## src/rtl/param_dump_tx.sv

```systemverilog
// UART 8N1 read-back of the parameter RAM: HEADER, RAM[0..NUM_BYTES-1], then an 8-bit checksum.
// The checksum is the sum of the data bytes only; the header is not included.
//
// state | meaning
// IDLE  | line high, waiting for dump_req
// START | start bit (low) of the current byte
// DATA  | eight data bits, LSB first
// STOP  | stop bit (high); next byte loaded on its last clk
module param_dump_tx #(
    parameter int          CLK_HZ    = 50_000_000,
    parameter int          BAUD      = 9600,
    parameter int          NUM_BYTES = 10,
    parameter logic [7:0]  HEADER    = 8'hA5
) (
    input  logic       clk,
    input  logic       reset_n,
    input  logic       dump_req,
    output logic [7:0] rd_addr,
    input  logic [7:0] rd_data,
    output logic       tx_out,
    output logic       busy,
    output logic       done
);

    localparam int CLKS_PER_BIT = CLK_HZ / BAUD;
    localparam int TW           = $clog2(CLKS_PER_BIT);
    localparam logic [TW-1:0] BIT_LAST  = TW'(CLKS_PER_BIT - 1);
    localparam logic [8:0]    N_DATA    = 9'(NUM_BYTES);
    localparam logic [8:0]    LAST_IDX  = 9'(NUM_BYTES + 1);

    typedef enum logic [1:0] {IDLE, START, DATA, STOP} state_t;

    state_t        state;
    logic [TW-1:0] timer;
    logic [2:0]    bit_idx;
    logic [8:0]    byte_idx;
    logic [7:0]    shreg;
    logic [7:0]    chk;

    always_ff @(posedge clk or negedge reset_n) begin
        if (!reset_n) begin
            state    <= IDLE;
            timer    <= '0;
            bit_idx  <= '0;
            byte_idx <= '0;
            shreg    <= '0;
            chk      <= '0;
            rd_addr  <= '0;
            tx_out   <= 1'b1;
            busy     <= 1'b0;
            done     <= 1'b0;
        end else begin
            done <= 1'b0;
            case (state)
                IDLE: begin
                    tx_out <= 1'b1;
                    if (dump_req) begin
                        state    <= START;
                        tx_out   <= 1'b0;
                        busy     <= 1'b1;
                        timer    <= BIT_LAST;
                        shreg    <= HEADER;
                        byte_idx <= '0;
                        chk      <= '0;
                        rd_addr  <= '0;
                    end
                end
                START: begin
                    if (timer == '0) begin
                        state   <= DATA;
                        timer   <= BIT_LAST;
                        bit_idx <= '0;
                        tx_out  <= shreg[0];
                        shreg   <= {1'b0, shreg[7:1]};
                    end else begin
                        timer <= timer - 1'b1;
                    end
                end
                DATA: begin
                    if (timer == '0) begin
                        timer <= BIT_LAST;
                        if (bit_idx == 3'd7) begin
                            state  <= STOP;
                            tx_out <= 1'b1;
                        end else begin
                            bit_idx <= bit_idx + 1'b1;
                            tx_out  <= shreg[0];
                            shreg   <= {1'b0, shreg[7:1]};
                        end
                    end else begin
                        timer <= timer - 1'b1;
                    end
                end
                STOP: begin
                    if (timer == '0) begin
                        if (byte_idx == LAST_IDX) begin
                            state <= IDLE;
                            busy  <= 1'b0;
                            done  <= 1'b1;
                        end else begin
                            // rd_data was addressed a full byte time ago, so it is settled here
                            state    <= START;
                            tx_out   <= 1'b0;
                            timer    <= BIT_LAST;
                            byte_idx <= byte_idx + 1'b1;
                            if (byte_idx < N_DATA) begin
                                shreg <= rd_data;
                                chk   <= chk + rd_data;
                            end else begin
                                shreg <= chk;
                            end
                            if ((byte_idx + 9'd1) < N_DATA)
                                rd_addr <= rd_addr + 1'b1;
                        end
                    end else begin
                        timer <= timer - 1'b1;
                    end
                end
                default: state <= IDLE;
            endcase
        end
    end

endmodule

```

## config.mk

```make
export PLATFORM = sky130hd
export DESIGN_NAME = param_dump_tx
export DESIGN_NICKNAME = d
export VERILOG_FILES = /design/src/rtl/param_dump_tx.sv
export SDC_FILE = /design/constraint.sdc
export NUM_CORES = 1
export LEC_CHECK = 0
export ABC_AREA = 1
export CORE_ASPECT_RATIO = 1.75
export CORE_UTILIZATION = 55
export DETAILED_ROUTE_END_ITERATION = 16
export GPL_ROUTABILITY_DRIVEN = 0
export PLACE_DENSITY = 0.75
export SLEW_MARGIN = 25
export SYNTH_ARGS = -nofsm -noshare
export SYNTH_HDL_FRONTEND = slang
export SYNTH_SLANG_ARGS = --single-unit
```

## constraint.sdc

```tcl
create_clock -name clk -period 2.2 [get_ports clk]
set_clock_uncertainty 0.2 [all_clocks]
set_input_delay 0.22 -clock clk [delete_from_list [all_inputs] [get_ports clk]]
set_output_delay 0.22 -clock clk [all_outputs]
set_load 0.05 [all_outputs]
```

==> results of run 1 <==
[metal layers]
layer  GRT usage  up-vias  share of wire
met4       0.123        0          0.027
met3      0.0220       18          0.035
met5           0        -              0
met2       0.495       65           0.54
met1       0.278     1506           0.40
li1            -     1649              -
[cells in the mapped netlist, types with 2 or more instances]
master | n | share of area
nand3_1 | 50 | 0.070
o211ai_1 | 2 | 0.0042
nand2_4 | 4 | 0.013
nor2_2 | 7 | 0.012
o21ai_1 | 25 | 0.035
inv_2 | 9 | 0.0095
buf_6 | 2 | 0.0063
o21ai_0 | 18 | 0.025
xor2_1 | 11 | 0.027
dfrtp_1 | 53 | 0.37
nand4_1 | 6 | 0.011
nand2_2 | 3 | 0.0053
clkbuf_1 | 5 | 0.0053
ha_1 | 18 | 0.063
nor2_4 | 4 | 0.013
a21oi_1 | 13 | 0.018
xnor2_1 | 3 | 0.0074
nand2_1 | 146 | 0.15
a21o_1 | 2 | 0.0042
clkinv_1 | 2 | 0.0021
inv_1 | 38 | 0.040
nor2_1 | 36 | 0.038
o22ai_1 | 5 | 0.0088
nor3_1 | 2 | 0.0028
buf_2 | 4 | 0.0056
[final timing paths]
path / cells after the start / endpoint
max in group asynchronous: 3 / rd_addr[3]$_DFFE_PN0P_
setup / recovery: 1 / tx_out
hold / removal: 2 / bit_idx[1]$_DFFE_PN0P_
hold reg to reg: 2 / shreg[0]$_DFFE_PN0P_
setup reg to reg: 10 / chk[7]$_DFFE_PN0P_
min in group clk: 2 / shreg[0]$_DFFE_PN0P_
[worst register-to-register path: stages (launching register included)]
cell     delay (ns)
dfrtp_1        0.43
nor2_1         0.17
nand2_1        0.13
nor2_2         0.17
nand2_4        0.12
nand2_4        0.11
nand3_4        0.10
nor2_4         0.29
inv_2          0.10
nand2_1        0.07
o21ai_1        0.06
[placed cells by master (no fill, tap or decap), types with 3 or more instances in the layout]
master,count
xnor2_1,3
clkdlybuf4s50_1,20
nor2_4,4
o22ai_1,5
buf_4,20
o21ai_0,18
xor2_1,11
nand3_1,50
dfrtp_1,53
inv_1,38
nor2_1,36
a21oi_1,13
clkbuf_8,6
o21ai_1,25
ha_1,17
nand2_4,4
inv_2,9
nor2_2,7
nand4_1,6
nand2_2,3
nand2_1,146
[kinds of logic after synthesis]
logic type,count (synthesis)
fa+ha+maj,19
flops,54
compound gates,71
xor+xnor,14
buf+inv,61
simple gates,265
[stage by stage]
step / cells / utilization / hold slack [ns] / total power [W]
floorplan: 484 / - / -0.276 / 0.00341
global placement: 588 / 0.630 / 0.0386 / 0.00398
detailed placement: 588 / 0.630 / 0.0440 / 0.00405
CTS: 597 / 0.646 / 0.239 / 0.00464
global route: 602 / 0.652 / 0.267 / 0.00514
finish: 602 / 0.652 / 0.221 / 0.00471
[power breakdown]
group          switching [W]  internal, W  leakage (nW)  total [W]
Clock               0.000325     0.000255        0.0482   0.000580
Sequential          0.000200      0.00127         0.702    0.00147
Combinational        0.00168     0.000982          1.33    0.00266
Total                0.00220      0.00251          2.08    0.00471
[sequential cells by signal, indices dropped and copies added (netlist names)]
name / cells
bit_idx: 3
tx_out: 1
done: 1
chk: 8
timer: 13
state: 2
rd_addr: 8
shreg: 8
busy: 1
byte_idx: 9
[what timing repair did]
action	4_1_cts	5_1_grt
hold buffers	1	0
gates resized for setup	0	1
buffers inserted	0	5
endpoints found under the setup margin	0	12
hold endpoints to repair	20	0
[final cells by class]
| type | count | share of cell area |
|---|---|---|
| clock inverters | 1 | 0.00123 |
| multi-input cells | 369 | 0.485 |
| well taps | 80 | 0.0246 |
| flip-flops and latches | 54 | 0.333 |
| repair buffers | 42 | 0.0899 |
| clock buffers | 7 | 0.0213 |
| inverters | 49 | 0.0453 |
==> summary.md, run 1 <==
| Metric | Value |
|---|---|
| Post-DP HPWL | 6.03 mm |
| Yosys warns | 0 |
| Antenna violations before repair | 0 |
| Routed Antenna Nets | 0 |
| Vias in the first global route | 3,207 |
| Die X | 62.9 um |
| Global-route wire length before repair | 14.0 mm |
| ANT cells | 0 |
| Setup Viol. Count Final | 0 |
| Die height | 109 um |
| Insertion delay to the later sink of the worst-skew pair | 0.31 ns |
| Total Routing Usage GR | 0.258 |
| Clock slew at reported path FFs | 0.09 ns |
| Yosys cell types | 41 |
| Synth Area in Simple Gates | 0.339 |
| Slew Viols, Final | 0 |
| Vias after detailed routing | 3,238 |
| Syn Nets | 514 |
| TritonCTS Buffers | 5 |
| Synthesized area per cell | 7.38 um2 |
| Clock sink total | 54 |
| CTS tree | done |
| RSZ-0062 raised after global routing | no |
| # H-tree levels | 2 |
| HP Class | in2async |
| Final std cell area, no fill | 4060 um2 |
| Slowest CP cell | clkdlybuf4s50_1 |
| # rows | 38 |
| Place WS | 0.0509 ns |
| # IOs | 22 |
| Vias/cell | 5.38 |
| Initial DRT Pass Iterations | 4 |
| Dpl cell area | 3920 um2 |
| VDD IR max | 0.000722 V |
| Tightest Pin Transition | 0.559 ns |
| Remaining DRCs | 0 |
| WL final | 7.91 mm |
| Worst Setup End Kind | output pin |
| Startpoint types | flip-flop |
| Post-synthesis mux area share | 0 |
| Core ar. | 6230 um2 |
| WL per Instance | 13.1 um |
| CTS Root Cell | clkbuf_8 |
| Final Cycle Share | 0.941 |
| Main combinational cell family by area after synthesis | simple AND/OR/NAND/NOR gates |
| Multi-input gate area | 1970 um2 |
| Final worst setup slack | 0.130 ns |
| Register bit total from synthesis | 54 |
| LEAKAGE | 2.08 nW |
| Adder-cell share of the synthesized area | 0.0687 |
| Nets | 551 |
| Max FO, Critical Path | 2 |
| Slew margin rel. | 0.627 |
| Power density cells | 1160 nW/um2 |
| Initial drt markers | 134 |
| Area Overhead vs Synth | 13.7% |
| TNS Setup | 0 ns |
| Worst reg-to-reg setup slack | 0.14 ns |
| Port Buffer Count | 21 |
| Cells after Synth | 484 |
| CP arrival | 1.65 ns |
| Post-route minimum period | 2.07 ns |
| Maxcap violations | 0 |
| Seq. cell area | 1350 um2 |
| Post-synthesis sequential area ratio | 0.379 |
| Post-synthesis async set-or-reset flop share | 1.00 |
| Post-synthesis xor/xnor area fraction | 0.0343 |
| Mapped cell area | 3570 um2 |
| Crit Path Category | reg2out |
| Share of layout cells above drive strength 1 | 0.121 |
| Starting Density | 0.574 |
| Peak Freq | 483 MHz |
| Largest stage delay, worst path | 0.80 ns |
| Status | completed |
| Hold Vio Cnt, Final | 0 |
| Critical path buffer and inverter count | 1 |
| Critical path origin | tx_out$_DFFE_PN1P_ |
| FILL cells | 556 |
| Largest net degree at the start of global routing | 24 |
| CP required | 1.78 ns |
| Die footprint | 6830 um2 |
| CP cell instances | clkdlybuf4s50_1 |
| Delay-heaviest family, CP | buffers and inverters |
| R2r startpoint | timer[9]$_DFFE_PN0P_ |
| Synth Area in Compound Gates | 0.109 |
| GRT overflow | 0 |
| Main synth FF type | dfrtp_1 |
| Post-synth EDFFs | 0 |
| Clk buf depth | 2 |
(Power assumes the default switching activity.)
==> run 2: changes to the inputs <==
HOLD_SLACK_MARGIN = 0.12   (was not set)
==> results of run 2 <==
Same layout as run 1: the final DEF is identical, and so are final timing and power.
